$ cat config.mk
export PLATFORM = sky130hd
export DESIGN_NAME = parallel_stream_mux
export DESIGN_NICKNAME = d
export VERILOG_FILES = /design/src/rtl/parallel_stream_mux.sv
export SDC_FILE = /design/constraint.sdc
export NUM_CORES = 1
export LEC_CHECK = 0
export CAP_MARGIN = 10
export CORE_ASPECT_RATIO = 0.5
export CORE_UTILIZATION = 45
export CTS_CLUSTER_DIAMETER = 100
export DETAILED_ROUTE_END_ITERATION = 12
export GPL_TIMING_DRIVEN = 1
export MAX_ROUTING_LAYER = met4
export PLACE_DENSITY = 0.75
export SYNTH_ARGS = -nofsm -noshare
export SYNTH_HDL_FRONTEND = slang
export SYNTH_SLANG_ARGS = --single-unit
$ cat constraint.sdc
create_clock -name clock -period 1.5 [get_ports clock]
set_input_delay 0.3 -clock clock [delete_from_list [all_inputs] [get_ports clock]]
set_output_delay 0.3 -clock clock [all_outputs]
set_load 0.03 [all_outputs]
$ cat src/rtl/parallel_stream_mux.sv
// parallel_stream_mux
//
// Drains NCHAN per-camera pixel FIFOs (1-cycle read latency) in lock-step groups
// and serialises them onto a narrow source-synchronous debug bus. A group is one
// DATA_W word from every channel enabled in the latched mask, lowest channel first,
// least-significant beat first. Back-to-back groups keep bus_valid_o high.
//
// Optional feature macro: PARALLEL_STREAM_MUX_PARITY_EN adds bus_parity_o, the
// registered XOR of {bus_data_o, bus_sof_o, bus_chan_o} (0 while idle).
//
// Ports
//   clock, reset           system clock, asynchronous active-high reset
//   enable_i               permit new groups to start
//   chan_mask_i            channels taking part in a group, sampled at group start
//   fifo_empty_i           per-channel FIFO empty
//   fifo_almost_empty_i    per-channel FIFO almost-empty
//   fifo_data_i            per-channel read data, valid one cycle after fifo_rd_o
//   fifo_sof_i             per-channel start-of-frame flag, same timing as data
//   fifo_rd_o              per-channel single-cycle read strobe
//   bus_data_o             beat data
//   bus_clk_o              bus clock, receiver samples on its rising edge
//   bus_valid_o            beat valid
//   bus_sof_o              sof flag of the word on the bus
//   bus_chan_o             channel of the word on the bus
//   bus_parity_o           parity (only with PARALLEL_STREAM_MUX_PARITY_EN)
module parallel_stream_mux #(
    parameter int NCHAN   = 2,
    parameter int DATA_W  = 8,
    parameter int BUS_W   = 4,
    parameter int CLK_DIV = 8
) (
    input  logic                                     clock,
    input  logic                                     reset,
    input  logic                                     enable_i,
    input  logic [NCHAN-1:0]                         chan_mask_i,
    input  logic [NCHAN-1:0]                         fifo_empty_i,
    input  logic [NCHAN-1:0]                         fifo_almost_empty_i,
    input  logic [NCHAN-1:0][DATA_W-1:0]             fifo_data_i,
    input  logic [NCHAN-1:0]                         fifo_sof_i,
    output logic [NCHAN-1:0]                         fifo_rd_o,
    output logic [BUS_W-1:0]                         bus_data_o,
    output logic                                     bus_clk_o,
    output logic                                     bus_valid_o,
    output logic                                     bus_sof_o,
`ifdef PARALLEL_STREAM_MUX_PARITY_EN
    output logic [((NCHAN > 1) ? $clog2(NCHAN) : 1)-1:0] bus_chan_o,
    output logic                                     bus_parity_o
`else
    output logic [((NCHAN > 1) ? $clog2(NCHAN) : 1)-1:0] bus_chan_o
`endif
);

    localparam int CHAN_W = (NCHAN > 1) ? $clog2(NCHAN) : 1;
    localparam int BEATS  = DATA_W / BUS_W;
    localparam int BEAT_W = (BEATS > 1) ? $clog2(BEATS) : 1;
    localparam int CNT_W  = $clog2(CLK_DIV);
    localparam logic [CNT_W-1:0]  CNT_PRE   = CNT_W'(CLK_DIV - 2);
    localparam logic [CNT_W-1:0]  CNT_LAST  = CNT_W'(CLK_DIV - 1);
    localparam logic [BEAT_W-1:0] BEAT_LAST = BEAT_W'(BEATS - 1);

    generate
        if (NCHAN < 1 || NCHAN > 8 || BUS_W < 1 || DATA_W < BUS_W || (DATA_W % BUS_W) != 0 ||
            CLK_DIV < 4 || (CLK_DIV & (CLK_DIV - 1)) != 0) begin : g_bad_cfg
            $error("parallel_stream_mux: illegal parameter combination");
        end
    endgenerate

    typedef enum logic [1:0] {
        ST_IDLE  = 2'd0,
        ST_PRIME = 2'd1,
        ST_BUSY  = 2'd2
    } state_t;

    state_t                         state_r, state_n;
    logic [CNT_W-1:0]               cnt_r;
    logic [NCHAN-1:0]               active_mask_r;
    logic [NCHAN-1:0][DATA_W-1:0]   hold_r, hold_n;
    logic [NCHAN-1:0]               hold_sof_r, hold_sof_n;
    logic [CHAN_W-1:0]              chan_r, chan_n;
    logic [BEAT_W-1:0]              beat_r, beat_n;
    logic [BUS_W-1:0]               bus_data_n;
    logic                           ready_s, last_s;
    logic                           latch_s, capture_s, advance_s;
    logic [NCHAN-1:0]               rd_s;

    // Lowest set bit of mask at or above index from (0 when none).
    function automatic logic [CHAN_W-1:0] first_chan(input logic [NCHAN-1:0] mask, input int from);
        first_chan = {CHAN_W{1'b0}};
        for (int i = NCHAN - 1; i >= 0; i--) begin
            if (i >= from && mask[i]) begin
                first_chan = CHAN_W'(i);
            end
        end
    endfunction

    // True when mask has an active channel above ch.
    function automatic logic has_above(input logic [NCHAN-1:0] mask, input logic [CHAN_W-1:0] ch);
        has_above = 1'b0;
        for (int i = 0; i < NCHAN; i++) begin
            if (mask[i] && (i > int'(ch))) begin
                has_above = 1'b1;
            end
        end
    endfunction

`ifdef PARALLEL_STREAM_MUX_PARITY_EN
    // Even parity: XOR over everything the receiver sees for one beat.
    function automatic logic even_parity(input logic [BUS_W+CHAN_W:0] v);
        even_parity = ^v;
    endfunction
`endif

    // Start qualifier and end-of-group detection.
    always_comb begin
        ready_s = enable_i && (|chan_mask_i) &&
                  ((chan_mask_i & (fifo_empty_i | fifo_almost_empty_i)) == {NCHAN{1'b0}});
        last_s  = (beat_r == BEAT_LAST) && !has_above(active_mask_r, chan_r);
    end

    // Next-state logic; the read decision sits one cycle before the capture edge.
    always_comb begin
        state_n   = state_r;
        rd_s      = {NCHAN{1'b0}};
        latch_s   = 1'b0;
        capture_s = 1'b0;
        advance_s = 1'b0;
        case (state_r)
            ST_IDLE: begin
                if (cnt_r == CNT_PRE && ready_s) begin
                    rd_s    = chan_mask_i;
                    latch_s = 1'b1;
                    state_n = ST_PRIME;
                end else begin
                    state_n = ST_IDLE;
                end
            end
            ST_PRIME: begin
                // Only ever entered for the final phase, so this is the capture edge.
                capture_s = 1'b1;
                state_n   = ST_BUSY;
            end
            ST_BUSY: begin
                if (cnt_r == CNT_PRE && last_s && ready_s) begin
                    // Chain the next group; the bus registers keep the last beat meanwhile.
                    rd_s    = chan_mask_i;
                    latch_s = 1'b1;
                    state_n = ST_PRIME;
                end else if (cnt_r == CNT_LAST) begin
                    if (last_s) begin
                        state_n = ST_IDLE;
                    end else begin
                        advance_s = 1'b1;
                        state_n   = ST_BUSY;
                    end
                end else begin
                    state_n = ST_BUSY;
                end
            end
            default: begin
                state_n = ST_IDLE;
            end
        endcase
    end

    // Hold/beat/channel pointer update and the beat selected for the next bus phase.
    always_comb begin
        hold_n     = hold_r;
        hold_sof_n = hold_sof_r;
        chan_n     = chan_r;
        beat_n     = beat_r;
        if (capture_s) begin
            for (int i = 0; i < NCHAN; i++) begin
                if (active_mask_r[i]) begin
                    hold_n[i]     = fifo_data_i[i];
                    hold_sof_n[i] = fifo_sof_i[i];
                end else begin
                    hold_n[i]     = hold_r[i];
                    hold_sof_n[i] = hold_sof_r[i];
                end
            end
            chan_n = first_chan(active_mask_r, 0);
            beat_n = {BEAT_W{1'b0}};
        end else if (advance_s) begin
            if (beat_r == BEAT_LAST) begin
                beat_n = {BEAT_W{1'b0}};
                chan_n = first_chan(active_mask_r, int'(chan_r) + 1);
            end else begin
                beat_n = beat_r + BEAT_W'(1);
            end
        end else begin
            beat_n = beat_r;
        end
        bus_data_n = hold_n[chan_n][int'(beat_n)*BUS_W +: BUS_W];
    end

    assign fifo_rd_o = rd_s;

    // Free-running bus phase counter; CLK_DIV is a power of two so it wraps naturally.
    always_ff @(posedge clock or posedge reset) begin
        if (reset) begin
            cnt_r     <= {CNT_W{1'b0}};
            bus_clk_o <= 1'b0;
        end else begin
            cnt_r     <= cnt_r + CNT_W'(1);
            bus_clk_o <= (cnt_r + CNT_W'(1)) >= CNT_W'(CLK_DIV / 2);
        end
    end

    // Control state, latched mask and hold registers.
    always_ff @(posedge clock or posedge reset) begin
        if (reset) begin
            state_r       <= ST_IDLE;
            active_mask_r <= {NCHAN{1'b0}};
            hold_r        <= {(NCHAN*DATA_W){1'b0}};
            hold_sof_r    <= {NCHAN{1'b0}};
            chan_r        <= {CHAN_W{1'b0}};
            beat_r        <= {BEAT_W{1'b0}};
        end else begin
            state_r    <= state_n;
            hold_r     <= hold_n;
            hold_sof_r <= hold_sof_n;
            chan_r     <= chan_n;
            beat_r     <= beat_n;
            if (latch_s) begin
                active_mask_r <= chan_mask_i;
            end
        end
    end

    // Bus output registers change only on the bus_clk_o falling edge.
    always_ff @(posedge clock or posedge reset) begin
        if (reset) begin
            bus_valid_o  <= 1'b0;
            bus_data_o   <= {BUS_W{1'b0}};
            bus_sof_o    <= 1'b0;
            bus_chan_o   <= {CHAN_W{1'b0}};
`ifdef PARALLEL_STREAM_MUX_PARITY_EN
            bus_parity_o <= 1'b0;
`endif
        end else if (cnt_r == CNT_LAST) begin
            if (capture_s || advance_s) begin
                bus_valid_o  <= 1'b1;
                bus_data_o   <= bus_data_n;
                bus_sof_o    <= hold_sof_n[chan_n];
                bus_chan_o   <= chan_n;
`ifdef PARALLEL_STREAM_MUX_PARITY_EN
                bus_parity_o <= even_parity({bus_data_n, hold_sof_n[chan_n], chan_n});
`endif
            end else begin
                bus_valid_o  <= 1'b0;
                bus_data_o   <= {BUS_W{1'b0}};
                bus_sof_o    <= 1'b0;
                bus_chan_o   <= {CHAN_W{1'b0}};
`ifdef PARALLEL_STREAM_MUX_PARITY_EN
                bus_parity_o <= 1'b0;
`endif
            end
        end
    end

endmodule

* After elaboration in Yosys (flattened, before gate mapping)
Index checks and enable logic that the tools add are counted.
** Storage, ports and cells
- Word-level logic and storage cells :: 83
- Output and inout port bits :: 10
- Register bits after elaboration :: 35
- Bits of input ports :: 27
** Cells by class
- Shift operators :: 1
- Bitwise logic cells :: 2
- Equality and inequality tests :: 4
- $lt $le $gt $ge :: 5
- Multiplexer cells :: 41
- Reductions and logical operators :: 14
- Add/subtract/negate cells :: 3
** Operators by type and width (number)
- $mux 8 :: 4
- $mux 1 :: 26
- $mux 16 :: 1
- $mux 2 :: 6
- $logic_and 1x1->1 :: 9
- $shiftx 8x4->4 :: 1
- $eq 3x3->1 const B :: 2
- $pmux 2 s3 :: 1
- $ge 1x2->1 const A :: 2
- $logic_not 2->1 :: 2
- $mux 4 :: 1
- $pmux 2 s2 :: 1
- $add 3x1->3 const B :: 1
- $ge 3x3->1 const B :: 1
- $add 1x1->2 const B :: 1
- $and 2x2->2 :: 1
- $eq 2x1->1 const B :: 1
- $eq 2x2->1 const B :: 1
- $lt 1x2->1 const B :: 1
- $or 2x2->2 :: 1
- $pmux 1 s2 :: 1
- $reduce_or 2->1 :: 1
- $add 1x1->1 const B :: 1
- $gt 1x1->1 const A :: 1
- other kinds (2) :: 2

* Longest topological paths before layout
Gate-level depths: netlist of run 1.
- Word-level depth :: 15
- Depth in mapped cells :: 6

* Least setup slack after synthesis of run 1
Ideal clock, no wire load.
- Path type :: register -> output
- Start :: register bus_clk_o (netlist name)
- End :: output fifo_rd_o[0]
- Path buffers :: 0
- Data arrival time :: 1.482 ns
- Required time :: 1.200 ns
- Stages on the path, launching flop included :: 5
- Setup slack :: -0.282 ns
- Path through :: dfrtp_1 -> o2111a_1 -> nand3_1 -> a211oi_4 -> and2_1
** RTL lines
- end: declaration :: RTL line 40 : output logic [NCHAN-1:0] fifo_rd_o,

* Worst setup path in the final report of run 1
- Start :: register cnt_r[0]
- End :: output fifo_rd_o[0]
** On the way
- Longest elaborated chain between the ends :: 5
- Elaborated cells on any way between the ends :: 7
** Ends and longest elaborated chain
- start: declaration :: RTL line 75 : logic [CNT_W-1:0] cnt_r;
- start signal: assignment :: RTL line 201 : cnt_r <= {CNT_W{1'b0}};
- start signal: assignment :: RTL line 204 : cnt_r <= cnt_r + CNT_W'(1);
- $eq 3x3->1 * :: RTL line 129, 143
- $logic_and 1x1->1 (2 in a row) :: RTL line 143 : if (cnt_r == CNT_PRE && last_s && ready_s) begin
- $mux 2 :: RTL line 143
- $pmux 2 s2 * :: RTL line 127 : case (state_r)
Mark *: on every way between the ends. The rest lies on a longest branch, timed or not.

==> results of run 1 <==
## power groups by stage
| stage | sequential, uW | combinational (uW) | clock (uW) |
|---|---|---|---|
| floorplan | 1150 | 196 | 0 |
| global placement | 1080 | 494 | 0 |
| global route | 1090 | 579 | 1070 |
| CTS | 1070 | 506 | 1030 |
| finish | 1070 | 540 | 1020 |
| detailed placement | 1090 | 507 | 0 |
## placed cells by master, fill, tap and decap left out, types with 2 or more instances in the layout
cell	count
a21oi_1	3
a21oi_2	4
and2_4	2
and2b_1	2
buf_12	2
buf_4	26
buf_6	5
bufinv_16	2
clkbuf_8	5
clkdlybuf4s50_1	25
dfrtp_1	31
dfrtp_2	3
dlygate4sd2_1	9
ha_4	2
inv_1	7
mux2_2	15
mux2_4	5
nand2_1	4
nand2b_1	2
nand3b_4	2
nor2_1	3
nor3_1	2
nor3_2	2
nor3_4	2
o21ai_0	3
o21ai_1	3
o221ai_2	2
o311ai_1	2
## metrics by stage
stage,util,setup slack (ns),instances,hold WS [ns],TNS (ns)
finish,0.742,-0.485,253,0.349,-2.18
global route,0.742,-0.581,253,0.366,-3.12
CTS,0.712,-0.567,247,0.355,-1.94
detailed placement,0.638,-0.525,234,0.432,-3.43
global placement,0.638,-0.486,234,0.425,-2.85
floorplan,-,-0.0970,130,0.418,-0.258
## flip-flops by register name, indices dropped and copies added, names as in the netlist
signal         cells
hold_sof_r         2
bus_clk_o          1
bus_chan_o         1
active_mask_r      2
beat_r             1
bus_valid_o        1
bus_data_o         4
bus_sof_o          1
cnt_r              2
state_r            2
chan_r             1
hold_r            16
## final cells by class
class	instances	area, um2	share of cell area
multi-input cells	84	862	0.335
flip-flops and latches	34	855	0.332
repair buffers	67	621	0.241
clock buffers	5	68.8	0.0267
clock inverters	3	68.8	0.0267
well taps	51	63.8	0.0248
inverters	9	36.3	0.0141
## logic make-up (layout without fill, tap and decap cells)
logic type      Yosys count  after routing
flops                    34             34
compound gates           30             30
simple gates             30             30
mux                      21             21
buf+inv                  12             84
fa+ha+maj                 3              3
## per-layer routing
| layer | vias up | wire length [um] | share of wire | global-route usage |
|---|---|---|---|---|
| met4 | 0 | 68 | 0.017 | 0.105 |
| met1 | 681 | 1780 | 0.45 | 0.285 |
| li1 | 626 | - | - | - |
| met3 | 6 | 205 | 0.052 | 0.0512 |
| met2 | 42 | 1910 | 0.48 | 0.372 |
| met5 | - | 0 | 0 | - |
## critical path: stages, from the launching register on
cell and delay [ns]:
dfrtp_1 0.39, inv_2 0.08, ha_4 0.12, o2111a_1 0.17, nand3_2 0.11, a211oi_4 0.23
and2_4 0.19, buf_6 0.12
## timing repair
action | CTS | global route
buffers inserted | 5 | 8
resized for setup | 30 | 17
pin swaps | 7 | 7
endpoints found under the hold margin | 0 | 0
endpoints found under the setup margin | 22 | 13
## worst min-delay path by stage
stage | endpoint | cells past startpoint | slack [ns]
floorplan | cnt_r[0] | 1 | 0.42
global placement | cnt_r[0] | 1 | 0.43
detailed placement | cnt_r[0] | 1 | 0.43
CTS | hold_r[12] | 3 | 0.36
global route | hold_r[12] | 3 | 0.37
finish | bus_data_o[0] | 3 | 0.35
==> impl_metrics.toml, run 1 <==
[outcome]
status = "complete, but fails checks"
violations = "DRC, setup timing"

[clocking]
clk_path_buf_depth = 2
clk_pin_slew_worst_paths_ns = 0.08
hold_buffers = 0
h-tree-depth = 2
tritoncts = "done"
clock_latency_ns = 0.29
cts_made_buffers = 5
clock-root-buffer = "clkbuf_8"
numClockSinks = 34

[drt]
drc = 2
viasPerCell = 5.36
wl_per_cell_um = 15.6
dr_total_vias = 1355
dr.pass1.iters = 9
routed_wirelength_um = 3960
drtAntennaViolNets = 0
drt_iter0_drc = 46

[synthesis]
ys_top_cells_by_count = "dfrtp_1, mux2_2, inv_1"
synth_compound_area_frac = 0.152
synth-seq-cells = 34
synth_edf_count = 0
synth.area.mux_share = 0.149
ys_seq_area_frac = 0.516
synth-main-ff-cell = "dfrtp_1"
synth_top_cell_area_share = 0.516
synthTopCellsByArea = "dfrtp_1, mux2_2, mux2_4, nand3b_4, ha_1"
synthArstFlopShare = 1.00
synth_top_family_by_area = "compound AO/OA/AOI/OAI gates"
syn_nets = 160
yosysTopAreaCell = "dfrtp_1"
synth.avg_cell_area_um2 = 12.7
synthSimpleGateAreaFrac = 0.120
synth_xor_xnor_area_share = 0
yosysWarnings = 0
synthAdderAreaFrac = 0.0227
netlist_area_um2 = 1650
synth.most_common_cell = "dfrtp_1"
syn_inst = 130
ys_types = 37

[critical_path]
worstPathArrival_ns = 1.68
regToRegSetupSlack_ns = -0.24
ff2ff_path_depth = 8
start_kind = "flip-flop"
cp-endpoint = "fifo_rd_o[0]"
required_ns = 1.20
timing.rr.start = "cnt_r[0]"
cp_max_fo = 3
startpoint = "cnt_r[0]"
crit_path_end_kind = "output port"
rr_endpoint = "active_mask_r[0]"
criticalPathCategory = "reg2out"

[grt]
grt_pass1_vias = 1281
grt_max_degree = 35
grt_pass1_wl_um = 6250
antenna_found_initial = 0
grtUsageTotal = 0.231
grt_overflow = 0

[die]
die_width_um = 87.6
die_h_um = 44.8
ios = 37
dieArea_um2 = 3930
num_rows = 15
initial_core_util = 0.475
design.core.area_um2 = 3470

[cells_and_area]
design_area_um2 = 2570
drive_gt1_frac = 0.460
syn_to_final_growth_pct = 56.0
nFillCells = 231
insertedDiodeCount = 0
nets = 231

[placement]
gp_congestion = 0.804
io_buffers = 36
dpl.hpwl_um = 2750
placed_cell_area_um2 = 2220

[sta]
final_min_period_over_clock_period = 1.32
setup_violations = 9
setup_slack_ns = -0.485
slew_headroom = 0.766
clock.fmax_mhz = 504
hold_viol_final = 0
drv_slew = 0
layout_min_cycle_time_ns = 1.98
skew_ns = 0.0103
worstMarginPinSlew_ns = 0.352
rsz0062_at_grt = "true"

[power_and_ir_drop]
p_comb_frac = 0.205
p_leak_uw = 0.00119
total_power_uw = 2630
p_sw_uw = 680
powerDensity_nw_per_um2 = 1020
p_seq_frac = 0.407
clock_power_share = 0.388
ir_worst_vdd_mv = 0.583
switching_share = 0.258
internal_power_uw = 1950

[worst_hold_path]
hold_class = "in2async"

[run]
cap_violations = 0
Power figures use the tool's default switching activity.
==> inputs of run 2 (changes only) <==
--- a/config.mk
+++ b/config.mk
@@ -13,6 +13,7 @@
 export GPL_TIMING_DRIVEN = 1
 export MAX_ROUTING_LAYER = met4
 export PLACE_DENSITY = 0.75
+export SLEW_MARGIN = 20
 export SYNTH_ARGS = -nofsm -noshare
 export SYNTH_HDL_FRONTEND = slang
 export SYNTH_SLANG_ARGS = --single-unit
==> results of run 2 <==
No change in the layout: final DEF, timing and power equal those of run 1.
